**src/rtl/grid_walk_pkg.sv**
```systemverilog
// Shared types for the grid-walk datapath: controller FSM state encoding.
package grid_walk_pkg;

  typedef enum logic [1:0] {
    StIdle = 2'b00,
    StRun  = 2'b01,
    StDone = 2'b10
  } state_e;

endpackage

```
**src/rtl/one_bit_adder_subtractor.sv**
```systemverilog
// One-bit full adder with operand-B inversion for subtraction.
module one_bit_adder_subtractor (
  input  logic a,
  input  logic b,
  input  logic cin,
  input  logic sub,
  output logic sum,
  output logic cout
);

  logic b_eff;

  always_comb begin
    b_eff = b ^ sub;
    sum   = a ^ b_eff ^ cin;
    cout  = (a & b_eff) | (a & cin) | (b_eff & cin);
  end

endmodule

```
**src/rtl/serial_addsub_controller.sv**
```systemverilog
// Bit-serial WIDTH-bit add/subtract controller; one shared 1-bit cell, LSB first,
// start/done handshake, registered result/cout/overflow.
module serial_addsub_controller
  import grid_walk_pkg::*;
#(
  parameter int unsigned WIDTH = 8
) (
  input  logic             clk,
  input  logic             rst_n,
  input  logic             start,
  input  logic             adsub,
  input  logic [WIDTH-1:0] a,
  input  logic [WIDTH-1:0] b,
  output logic             busy,
  output logic             done,
  output logic [WIDTH-1:0] result,
  output logic             cout,
  output logic             overflow
);

  localparam int unsigned CNT_W = $clog2(WIDTH);
  localparam logic [CNT_W-1:0] CntMsb  = CNT_W'(WIDTH - 2);
  localparam logic [CNT_W-1:0] CntLast = CNT_W'(WIDTH - 1);

  state_e           state_q, state_d;
  logic [WIDTH-1:0] a_sh_q, b_sh_q, res_sh_q;
  logic [WIDTH-1:0] result_q;
  logic [CNT_W-1:0] cnt_q;
  logic             carry_q, adsub_q, c_msb_q, cout_q, ovf_q;
  logic             cell_sum, cell_cout;

  one_bit_adder_subtractor u_cell (
    .a    (a_sh_q[0]),
    .b    (b_sh_q[0]),
    .cin  (carry_q),
    .sub  (adsub_q),
    .sum  (cell_sum),
    .cout (cell_cout)
  );

  always_ff @(posedge clk or negedge rst_n) begin
    if (!rst_n) begin
      state_q <= StIdle;
    end else begin
      state_q <= state_d;
    end
  end

  always_comb begin
    state_d = state_q;
    unique case (state_q)
      StIdle:  if (start) state_d = StRun;
      StRun:   if (cnt_q == CntLast) state_d = StDone;
      StDone:  state_d = StIdle;
      default: state_d = StIdle;
    endcase
  end

  always_comb begin
    busy = (state_q == StRun) || (state_q == StDone);
    done = (state_q == StDone);
  end

  // Result is assembled in res_sh_q and copied out only on the last bit, so the
  // visible outputs change exactly when done rises.
  always_ff @(posedge clk or negedge rst_n) begin
    if (!rst_n) begin
      a_sh_q   <= '0;
      b_sh_q   <= '0;
      res_sh_q <= '0;
      carry_q  <= 1'b0;
      adsub_q  <= 1'b0;
      cnt_q    <= '0;
      c_msb_q  <= 1'b0;
      result_q <= '0;
      cout_q   <= 1'b0;
      ovf_q    <= 1'b0;
    end else if (state_q == StIdle) begin
      if (start) begin
        a_sh_q  <= a;
        b_sh_q  <= b;
        adsub_q <= adsub;
        carry_q <= adsub;
        cnt_q   <= '0;
      end
    end else if (state_q == StRun) begin
      a_sh_q   <= a_sh_q >> 1;
      b_sh_q   <= b_sh_q >> 1;
      res_sh_q <= {cell_sum, res_sh_q[WIDTH-1:1]};
      carry_q  <= cell_cout;
      cnt_q    <= cnt_q + CNT_W'(1);
      if (cnt_q == CntMsb) c_msb_q <= cell_cout;
      if (cnt_q == CntLast) begin
        result_q <= {cell_sum, res_sh_q[WIDTH-1:1]};
        cout_q   <= cell_cout;
        ovf_q    <= c_msb_q ^ cell_cout;
      end
    end
  end

  assign result   = result_q;
  assign cout     = cout_q;
  assign overflow = ovf_q;

endmodule

```
**config.mk**
```make
export PLATFORM = sky130hd
export DESIGN_NAME = serial_addsub_controller
export DESIGN_NICKNAME = d
export VERILOG_FILES = /design/src/rtl/grid_walk_pkg.sv /design/src/rtl/one_bit_adder_subtractor.sv /design/src/rtl/serial_addsub_controller.sv
export SDC_FILE = /design/constraint.sdc
export NUM_CORES = 1
export LEC_CHECK = 0
export BUFFER_PORTS_ARGS = -buffer_cell sky130_fd_sc_hd__buf_2
export CORE_UTILIZATION = 40
export CTS_BUF_LIST = sky130_fd_sc_hd__clkbuf_4
export DETAILED_ROUTE_END_ITERATION = 10
export GPL_TIMING_DRIVEN = 0
export HOLD_SLACK_MARGIN = 0.03
export PLACE_DENSITY_LB_ADDON = 0.08
export REMOVE_ABC_BUFFERS = 1
export SLEW_MARGIN = 20
export SYNTH_ARGS = -nofsm -noshare
export SYNTH_HDL_FRONTEND = slang
export SYNTH_SLANG_ARGS = --single-unit
```
**constraint.sdc**
```tcl
create_clock -name clk -period 1.4 [get_ports clk]
set_input_delay 0.07 -clock clk [delete_from_list [all_inputs] [get_ports clk]]
set_output_delay 0.07 -clock clk [all_outputs]
set_load 0.005 [all_outputs]
```
==> Implementation_results.wiki, run 1 <==
{| class="wikitable"
! Metric !! Value
|-
| Slowest stage cell, crit path || dfrtp_1
|-
| Type of element launching the critical path || flop
|-
| Cts bufs inserted || 5
|-
| Vias in the first global route || between 1000 and 1500
|-
| Max clock buf depth || 2
|-
| Final worst-path cycle share || 1.002
|-
| Starting density of the core || 0.4255
|-
| # port buffers || 31
|-
| Count of different cell masters after synthesis || 25
|-
| Setup slack, reg-to-reg || -2 ps
|-
| Leakage power || roughly 1.3 nW
|-
| Arr. time, crit path || 1640 ps
|-
| Final weighted congestion in routability-driven placement || between 0.7 and 0.8
|-
| Root buf cell || clkbuf_4
|-
| Category of the most critical setup path || reg2reg
|-
| Area share of the largest cell type after synthesis || 0.4973
|-
| CTS H-Tree Depth || 2
|-
| Total of max-cap violations || 0
|-
| Type of the most critical hold path || in2reg
|-
| DIE AREA || approximately 5400 um2
|-
| Post-synthesis cell type with the largest combined area || dfrtp_1
|-
| Number of antenna-violating nets in the routed design || 0
|-
| Reg2reg path depth || 4
|-
| Average detailed-routed wire length per instance || about 14 um
|-
| Run status || finished with violations
|-
| Total routed wirelength || between 4000 and 5000 um
|-
| CTS tree || yes
|-
| Critical path launch point || cnt_q[0]
|-
| Later-pin clock latency in the skew report || roughly 340 ps
|-
| Final core occ || 0.5502
|-
| Leading post-synthesis cells by cell area || dfrtp_1 (50%), mux2i_1 (7.8%), mux2_2 (7.6%), a211oi_1 (4.7%), nor2b_1 (4.2%)
|-
| Number of antenna violations at the first check in global routing || 0
|-
| Reg2Reg Capture Point || result[1]
|-
| DRT iter0 DRCs || 48
|-
| Final period demand of the worst path || ~1400 ps
|-
| Vias/cell || between 5 and 6
|-
| DP HPWL || about 2300 um
|-
| Number of detailed-route iterations in the first pass || 4
|-
| RSZ-0062 raised after global routing || true
|-
| Delay of the slowest cell on the worst path || around 400 ps
|-
| Flip-flop and latch count after synthesis || between 40 and 50
|-
| Total negative setup slack || -2.361 ps
|-
| Peak fanout along the critical path || 8
|-
| Worst Path Required || about 1600 ps
|-
| Number of DRC violations after detailed routing || 0
|-
| Final worst clock skew || approximately 4.4 ps
|-
| Number of standard cells after synthesis || about 180
|-
| Height of the die || 73.82 um
|-
| Failing checks || negative setup slack
|-
| Power Density || between 1500 and 2000 nW/um2
|-
| Number of placement rows || 25
|-
| Ports placed on the boundary || 32
|-
| Antenna diode count || 0
|-
| Top achievable clock speed || ~710 MHz
|-
| Beginning of the worst register-to-register path || cnt_q[0]
|-
| Number of clock sinks seen by CTS || between 40 and 50
|-
| Fraction of final layout cells with drive strength greater than 1 || 0.3554
|-
| # nets final || 268
|-
| Final setup slack of the worst path || -2.361 ps
|-
| Most common cell after layout, fill and taps aside || dfrtp_1
|-
| Final count of pins violating max slew || 0
|-
| Max-slew headroom || 0.3830
|-
| Yosys warnings || 0
|-
| Crit path to || result[1]
|-
| Maximum number of pins on one net before global-route repair || 42
|-
| Family with the most delay on the worst path || adder cells
|-
| Post-synth design cell area || ~2100 um2
|-
| Crit end category || flop
|-
| Die width || ~74 um
|-
| Overall via count from detail_route || 1556
|-
| Hold Fails Final Rpt || 0
|-
| Max IR drop VDD || just over 0.0007 V
|-
| Worst-path cell chain || ha_1, ha_2, nand2_4, mux2_2
|-
| Global-route wire length before repair || 6817 um
|-
| Commonest cells after routing, fill and taps aside || dfrtp_1 (41), buf_2 (31), mux2i_1 (16)
|-
| Count of buffer and inverter cells on the critical path || 0
|-
| Pin slew with the least headroom to its limit || 925.5 ps
|-
| Worst-path clk slew || 110 ps
|-
| Post-synthesis average cell area || ~11 um2
|-
| Path length in cells of the critical path || 4
|-
| Fraction of the yosys area taken by sequential cells || 0.4973
|-
| Area of the core || 4848 um2
|-
| Area growth from synthesis to layout || 29.29%
|-
| Total congestion overflow || 0
|-
| Final setup fails || 1
|-
| Total global-route track usage || 0.1705
|}
==> how the worst min path moves through the flow <==
stage | to | cells past startpoint | startpoint
after global placement | result[0] | 1 | rst_n
final | b_sh_q[2] | 3 | b[2]
after global routing | a_sh_q[7] | 4 | a[7]
after detailed placement | result[0] | 1 | rst_n
after floorplan | a_sh_q[0] | 0 | rst_n
after CTS | a_sh_q[2] | 3 | a[2]
==> synth_stat cells (all sizes together) <==
| cell | instances |
|---|---|
| o21ai | 14 |
| mux2i | 16 |
| a21oi | 15 |
| dfrtp | 41 |
| inv | 9 |
| o21a | 1 |
| fa | 1 |
| buf | 11 |
| o22ai | 1 |
| nand3b | 1 |
| nand3 | 3 |
| xnor2 | 2 |
| xor2 | 1 |
| mux2 | 16 |
| nand2b | 2 |
| clkbuf | 1 |
| ha | 6 |
| a211oi | 13 |
| nor2b | 14 |
| nor2 | 1 |
| nand2 | 14 |
==> metal layers <==
metal / vias up / global-route usage / share of wire
met5: - / 0 / 0
met3: 7 / 0.05350 / 0.034
met4: 0 / 0.07265 / 0.017
met1: 766 / 0.2073 / 0.47
met2: 31 / 0.2783 / 0.48
li1: 752 / - / -
==> worst min-delay path, cell delays in order <==
cell	delay [ps]
buf_2	80
mux2i_1	60
a21oi_1	140
==> where the power goes <==
part           internal, mW  switching, mW  total (mW)
Combinational          1.40           1.24        2.64
Sequential             1.68          0.341        2.02
Clock                 0.259          0.369       0.628
==> registers in the layout (all words and copies together) (netlist names) <==
register	cells
adsub_q	1
res_sh_q	7
state_q	2
cnt_q	3
b_sh_q	8
overflow	1
carry_q	1
c_msb_q	1
a_sh_q	8
result	8
cout	1
==> cells by family (layout without fill, tap and decap cells) <==
| kind of cell | Yosys count | after routing | synth area share |
|---|---|---|---|
| AOI/OAI and AO/OA | 44 | 44 | 0.1243 |
| DFF | 41 | 41 | 0.4973 |
| and+or+nand+nor | 35 | 35 | 0.09035 |
| muxes | 32 | 32 | 0.1686 |
| buffers and inverters | 21 | 80 | 0.06064 |
| adders and majority gates | 7 | 7 | 0.04609 |
| xor gates and xnor gates | 3 | 3 | 0.01274 |
==> timing repair <==
| item | 4_1_cts | 5_1_grt |
|---|---|---|
| gates resized for setup | 7 | 10 |
| buffers inserted | 10 | 6 |
| pin swaps | 2 | 1 |
| hold buffers | 13 | 1 |
| hold endpoints to repair | 53 | 1 |
| endpoints found under the setup margin | 41 | 30 |
| cloned | 0 | 1 |
==> final cells by class <==
cell class	count	area, um2
fill	451	2181
sequential	41	1026
multi-input combinational	121	984.7
timing repair buffer	63	479.2
tap	67	83.83
clock buffer	8	60.06
inverter	9	33.78
==> metrics by stage <==
step           power [mW]  setup WS, ps  cell area (um2)  hold WS, ps  std cells
2_1_floorplan       3.414        -762.7             1972       -225.6        171
3_5_place_dp        3.995        -475.5             2243        268.3        270
5_1_grt             5.720        -60.23             2668        39.06        309
4_1_cts             4.998         10.95             2549        32.15        301
6_report            5.282        -2.361             2668        37.25        309
3_3_place_gp        3.815         -1255             2211        256.7        269
(Power assumes the default switching activity.)
==> inputs of run 2 (changes only) <==
BUFFER_PORTS_ARGS = -buffer_cell sky130_fd_sc_hd__buf_4   (was -buffer_cell sky130_fd_sc_hd__buf_2)
SYNTH_HIERARCHICAL = 1   (was unset)
==> run 2 against run 1 <==
Net effect: die area rose by 2.2%; the flow still finishes with violations (negative setup slack); critical endpoint is now result[7]; critical path depth did not move; critical path type unchanged; global-route usage rose by 0.54 points.
==> Implementation_results.wiki, run 2 <==
{| class="wikitable"
! Metric !! Value
|-
| Register area || 1026 um2 (unchanged)
|-
| Count of different cell masters after synthesis || 29 (was 25)
|-
| DRT iter0 DRCs || 36 (was 48)
|-
| Total routed wirelength || 4545 um (was 4357 um)
|-
| Area of the core || 5107 um2 (was 4848 um2)
|-
| RSZ-0062 raised after global routing || true (unchanged)
|-
| Average detailed-routed wire length per instance || 14.76 um (was 14.10 um)
|-
| Leading post-synthesis cells by cell area || dfrtp_1 (49%), mux2i_1 (8.1%), mux2_2 (5.9%), mux2_4 (5.7%), a211oi_1 (5.0%) (was dfrtp_1 (50%), mux2i_1 (7.8%), mux2_2 (7.6%), a211oi_1 (4.7%), nor2b_1 (4.2%))
|-
| Hold Fails Final Rpt || 0 (unchanged)
|-
| Root buf cell || clkbuf_4 (unchanged)
|-
| Max-slew headroom || 0.6511 (was 0.3830)
|-
| CTS tree || yes (unchanged)
|-
| Final weighted congestion in routability-driven placement || 0.6979 (was 0.7154)
|-
| Final worst clock skew || 10.65 ps (was 4.441 ps)
|-
| Arr. time, crit path || 1700 ps (was 1640 ps)
|-
| Yosys warnings || 6 (was 0)
|-
| Cts bufs inserted || 5 (unchanged)
|-
| Number of antenna-violating nets in the routed design || 0 (unchanged)
|-
| Number of placement rows || 26 (was 25)
|-
| Ys async rst share || 1.000 (unchanged)
|-
| Most common cell after layout, fill and taps aside || dfrtp_1 (unchanged)
|-
| Number of clock sinks seen by CTS || 41 (unchanged)
|-
| # nets final || 264 (was 268)
|-
| DIE AREA || 5568 um2 (was 5449 um2)
|-
| Peak fanout along the critical path || 3 (was 8)
|-
| Area growth from synthesis to layout || 38.97% (was 29.29%)
|-
| Number of DRC violations after detailed routing || 0 (unchanged)
|-
| Type of the most critical hold path || in2reg (unchanged)
|-
| Commonest cells after routing, fill and taps aside || dfrtp_1 (41), buf_4 (38), mux2i_1 (17) (was dfrtp_1 (41), buf_2 (31), mux2i_1 (16))
|-
| Fraction of the yosys area taken by sequential cells || 0.4864 (was 0.4973)
|-
| Crit end category || flop (unchanged)
|-
| Number of standard cells after synthesis || 179 (was 183)
|-
| Final setup fails || 10 (was 1)
|-
| Number of enable flip-flop cells after synthesis || 0 (unchanged)
|-
| Total congestion overflow || 0 (unchanged)
|-
| Total of max-cap violations || 0 (unchanged)
|-
| Final count of pins violating max slew || 0 (unchanged)
|-
| Number of detailed-route iterations in the first pass || 4 (unchanged)
|-
| Worst Path Required || 1640 ps (about the same)
|-
| Overall via count from detail_route || 1546 (was 1556)
|-
| DP HPWL || 2366 um (was 2350 um)
|-
| Leakage power || 1.343 nW (was 1.272 nW)
|-
| Final setup slack of the worst path || -57.73 ps (was -2.361 ps)
|-
| Type of element launching the critical path || flop (unchanged)
|-
| Vias/cell || 5.019 (was 5.036)
|-
| Post-synthesis average cell area || 11.79 um2 (was 11.27 um2)
|-
| CTS H-Tree Depth || 2 (unchanged)
|-
| Maximum number of pins on one net before global-route repair || 42 (unchanged)
|-
| Commonest cells post-synth || dfrtp_1 (41), mux2i_1 (17), a21oi_1 (16) (was dfrtp_1 (41), mux2i_1 (16), a21oi_1 (15))
|-
| Number of placed instances with taps included || 268 (was 270)
|-
| Pin slew with the least headroom to its limit || 523.4 ps (was 925.5 ps)
|-
| Final worst-path cycle share || 1.041 (was 1.002)
|-
| Failing checks || negative setup slack (unchanged)
|-
| Minimum setup slack after placement || -380.6 ps (was -475.5 ps)
|-
| Final hold slack || 42.62 ps (was 37.25 ps)
|-
| Sum of internal, switching and leakage power || 5.675 mW (was 5.282 mW)
|-
| Non-filler cells in the finished layout || 308 (was 309)
|-
| Most instantiated library cell after synthesis || dfrtp_1 (unchanged)
|-
| Antenna diode count || 0 (unchanged)
|-
| Global-route wire length before repair || 7307 um (was 6817 um)
|-
| Number of fill cells || 455 (was 451)
|-
| Run status || finished with violations (unchanged)
|-
| Primary FF master, synth || dfrtp_1 (unchanged)
|-
| Worst-path clk slew || 120 ps (was 110 ps)
|-
| Fraction of final layout cells with drive strength greater than 1 || 0.4244 (was 0.3554)
|-
| Top achievable clock speed || 686.0 MHz (was 713.1 MHz)
|-
| Area share of the largest cell type after synthesis || 0.4864 (was 0.4973)
|-
| Number of antenna violations at the first check in global routing || 0 (unchanged)
|-
| Vias in the first global route || 1517 (was 1483)
|-
| Category of the most critical setup path || reg2reg (unchanged)
|-
| Max IR drop VDD || 0.0007921 V (was 0.0007065 V)
|-
| Post-synthesis cell type with the largest combined area || dfrtp_1 (unchanged)
|-
| Post-synth design cell area || 2110 um2 (was 2063 um2)
|-
| # port buffers || 31 (unchanged)
|-
| Power Density || 1936 nW/um2 (was 1980 nW/um2)
|-
| Multi-input logic area || 1101 um2 (was 984.7 um2)
|-
| Starting density of the core || 0.4130 (was 0.4255)
|-
| Die width || 74.62 um (was 73.82 um)
|-
| Later-pin clock latency in the skew report || 350 ps (was 340 ps)
|-
| Flip-flop and latch count after synthesis || 41 (unchanged)
|-
| Max clock buf depth || 2 (unchanged)
|-
| Total global-route track usage || 0.1759 (was 0.1705)
|-
| Ports placed on the boundary || 32 (unchanged)
|-
| Final period demand of the worst path || 1458 ps (was 1402 ps)
|-
| Height of the die || 74.62 um (was 73.82 um)
|}
-- run 2: stage by stage --
step	cell area, um2	setup TNS [ps]	utilization
after floorplan	2007	-25340	-
after global placement	2327	-43650	0.4557
after detailed placement	2352	-8355	0.4606
after CTS	2736	-105.8	0.5358
after global routing	2932	-1129	0.5740
final	2932	-411.1	0.5740
-- run 2: report_power, final --
part | internal (mW) | total [mW] | switching, mW
sequential | 1.66 | 2.02 | 0.364
clock | 0.211 | 0.586 | 0.375
combinational | 1.65 | 3.07 | 1.42
total | 3.52 | 5.67 | 2.16
-- run 2: critical path, cell delays in order (launching register included) --
cell and delay (ps):
dfrtp_1 430, xnor2_2 150, fa_1 470, inv_1 50, mux2_4 260
-- run 2: cells by family after synthesis --
logic type,synth area share
compound gates,0.1127
xor+xnor,0.008305
fa+ha+maj,0.04508
buf+inv,0.06643
flops,0.4864
mux,0.2017
simple gates,0.07948
-- run 2: final timing paths --
kind                            from         end  slack (ps)  cells after the start
max                        b_sh_q[0]   result[7]         -60                      4
min reg2reg                result[0]   result[0]         520                      1
max in group asynchronous      rst_n   a_sh_q[0]         810                      2
min in group asynchronous      rst_n  state_q[0]         220                      2
min                             a[6]   a_sh_q[6]          40                      3
max reg2reg                b_sh_q[0]   result[7]         -60                      4
-- run 2: cell type report --
class / instances / share of cell area
flip-flops and latches: 41 / 0.3500
clock buffers: 6 / 0.01536
multi-input cells: 116 / 0.3756
repair buffers: 63 / 0.2130
well taps: 70 / 0.02988
inverters: 10 / 0.01280
clock inverters: 2 / 0.003414
-- run 2: timing repair --
action / in CTS / in global routing
cloned: 3 / 1
hold buffers: 15 / 0
endpoints found under the hold margin: 55 / 0
endpoints found under the setup margin: 35 / 32
setup buffers: 8 / 5
gates resized for setup: 7 / 29
pin swaps: 5 / 8
-- run 2: layer usage --
| metal | vias to the layer above | global-route usage | part of all wire |
|---|---|---|---|
| met5 | - | 0 | 0 |
| met4 | 0 | 0.05870 | 0.0095 |
| met3 | 6 | 0.04150 | 0.029 |
| met2 | 28 | 0.3073 | 0.51 |
| met1 | 772 | 0.2137 | 0.45 |
| li1 | 740 | - | - |
==> inputs of run 3 (changes only) <==
CELL_PAD_IN_SITES_DETAIL_PLACEMENT = 2   (was unset)
CELL_PAD_IN_SITES_GLOBAL_PLACEMENT = 2   (was unset)
CORE_MARGIN = 2   (was unset)
CORE_UTILIZATION = 35   (was 40)
==> run 3 against run 2 <==
Net effect: the run still ends with negative setup slack left; sequential power grew 2%; critical path depth is the same; hold slack lost 2.4 ps; critical endpoint unchanged; largest cell class unchanged; highest routed layer unchanged.
==> Implementation_results.wiki, run 3 (synthesis results as in run 2) <==
{| class="wikitable"
! Metric !! Value
|-
| Run status || finished with violations (unchanged)
|-
| Failing checks || negative setup slack (unchanged)
|-
| Minimum setup slack after placement || -425.0 ps (was -380.6 ps)
|-
| RSZ-0062 raised after global routing || true (unchanged)
|-
| Fraction of final layout cells with drive strength greater than 1 || 0.4612 (was 0.4244)
|-
| Final worst-path cycle share || 1.048 (was 1.041)
|-
| Arr. time, crit path || 1710 ps (was 1700 ps)
|-
| Critical path launch point || b_sh_q[0] (unchanged)
|-
| Starting density of the core || 0.3584 (was 0.4130)
|-
| Hold Crit Start || b[1] (was a[6])
|-
| Area of the core || 5886 um2 (was 5107 um2)
|-
| Peak fanout along the critical path || 2 (was 3)
|-
| Ports placed on the boundary || 32 (unchanged)
|-
| Post-placement cell area || 2359 um2 (was 2352 um2)
|-
| Height of the die || 81.64 um (was 74.62 um)
|-
| Hold Fails Final Rpt || 0 (unchanged)
|-
| Post-route design area || 2994 um2 (was 2932 um2)
|-
| Number of antenna-violating nets in the routed design || 0 (unchanged)
|-
| Final setup slack of the worst path || -67.84 ps (was -57.73 ps)
|-
| Number of antenna violations at the first check in global routing || 0 (unchanged)
|-
| DRT iter0 DRCs || 58 (was 36)
|-
| Antenna diode count || 0 (unchanged)
|-
| Final setup fails || 15 (was 10)
|-
| CTS tree || yes (unchanged)
|-
| Power Density || 2185 nW/um2 (was 1936 nW/um2)
|-
| Number of placement rows || 28 (was 26)
|-
| Final period demand of the worst path || 1468 ps (was 1458 ps)
|-
| # port buffers || 31 (unchanged)
|-
| Number of detailed-route iterations in the first pass || 4 (unchanged)
|-
| Average detailed-routed wire length per instance || 20.93 um (was 14.76 um)
|-
| Die width || 81.64 um (was 74.62 um)
|-
| Total global-route track usage || 0.1735 (was 0.1759)
|-
| Max clock buf depth || 2 (unchanged)
|-
| Crit end category || flop (unchanged)
|-
| DP HPWL || 2913 um (was 2366 um)
|-
| Global-route wire length before repair || 8735 um (was 7307 um)
|-
| Total of max-cap violations || 0 (unchanged)
|-
| Vias/cell || 5.169 (was 5.019)
|-
| Type of the most critical hold path || in2reg (unchanged)
|-
| DIE AREA || 6664 um2 (was 5568 um2)
|-
| Worst-path clk slew || 130 ps (was 120 ps)
|-
| CTS H-Tree Depth || 2 (unchanged)
|-
| Top achievable clock speed || 681.3 MHz (was 686.0 MHz)
|-
| Worst Path Required || 1640 ps (about the same)
|-
| Beginning of the worst register-to-register path || b_sh_q[0] (unchanged)
|-
| Maximum number of pins on one net before global-route repair || 42 (unchanged)
|-
| Number of fill cells || 585 (was 455)
|-
| Commonest cells after routing, fill and taps aside || dfrtp_1 (41), buf_4 (34), mux2i_1 (16) (was dfrtp_1 (41), buf_4 (38), mux2i_1 (17))
|-
| # nets final || 259 (was 264)
|-
| Max IR drop VDD || 0.0008212 V (was 0.0007921 V)
|-
| Total routed wirelength || 6426 um (was 4545 um)
|-
| Number of clock sinks seen by CTS || 41 (unchanged)
|-
| Category of the most critical setup path || reg2reg (unchanged)
|-
| Area growth from synthesis to layout || 41.93% (was 38.97%)
|-
| Total congestion overflow || 0 (unchanged)
|-
| Max-slew headroom || 0.6417 (was 0.6511)
|-
| Vias in the first global route || 1735 (was 1517)
|-
| Leakage power || 1.351 nW (was 1.343 nW)
|-
| Root buf cell || clkbuf_4 (unchanged)
|-
| Final count of pins violating max slew || 0 (unchanged)
|-
| Overall via count from detail_route || 1587 (was 1546)
|-
| Type of element launching the critical path || flop (unchanged)
|-
| Pin slew with the least headroom to its limit || 537.4 ps (was 523.4 ps)
|-
| Final weighted congestion in routability-driven placement || 0.6937 (was 0.6979)
|-
| Number of DRC violations after detailed routing || 0 (unchanged)
|-
| Most common cell after layout, fill and taps aside || dfrtp_1 (unchanged)
|-
| Later-pin clock latency in the skew report || 340 ps (was 350 ps)
|-
| Final worst clock skew || 14.99 ps (was 10.65 ps)
|-
| Cts bufs inserted || 5 (unchanged)
|}
run 3: final timing paths:
path                                to  slack [ps]  cells after the start
min in group asynchronous  res_sh_q[1]         230                      2
min reg2reg                res_sh_q[1]         530                      1
max                          result[7]         -70                      4
max reg2reg                  result[7]         -70                      4
min                          b_sh_q[1]          40                      3
max in group asynchronous    a_sh_q[2]         780                      2
run 3: layer usage:
layer	routed length, um	global-route usage	vias up
li1	-	-	721
met1	2636	0.2114	830
met2	3560	0.3189	30
met3	156	0.02967	6
met4	74	0.04000	0
met5	0	0	-
run 3: worst max-delay path, cell delays in order, from the launching register on:
cell and delay [ps]:
dfrtp_1 420, xnor2_1 140, fa_1 490, inv_1 60
mux2_4 260
run 3: repair_timing:
action	in CTS	in global routing
hold endpoints to repair	49	0
endpoints found under the setup margin	35	33
pin swaps	3	16
resized for setup	14	34
setup buffers	7	4
gates cloned	2	6
hold buffers	8	0
run 3: report_power, final:
group	internal (mW)	switching [mW]	leakage [nW]
registers	1.66	0.404	0.487
clock network	0.364	0.408	0.0410
logic	2.00	1.71	0.822
total	4.02	2.52	1.35
run 3: final cells by class:
type,instances,area (um2),share of cell area
Timing Repair Buffer,58,630.6,0.2106
Inverter,10,37.54,0.01254
Clock inverter,2,35.03,0.01170
Tap cell,75,93.84,0.03134
Multi-Input combinational cell,116,1134,0.3786
Sequential cell,41,1026,0.3427
Clock buffer,5,37.54,0.01254
run 3: stage by stage:
stage,total power [mW],instances,utilization,hold WS (ps),TNS (ps)
finish,6.544,307,0.5087,40.21,-375.8
detailed placement,4.101,273,0.4007,92.94,-8535
global placement,3.882,272,0.3965,85.89,-46090
CTS,5.430,297,0.4547,32.46,-186.7
global route,6.970,307,0.5087,54.81,-1446
floorplan,3.407,166,-,-225.6,-25340
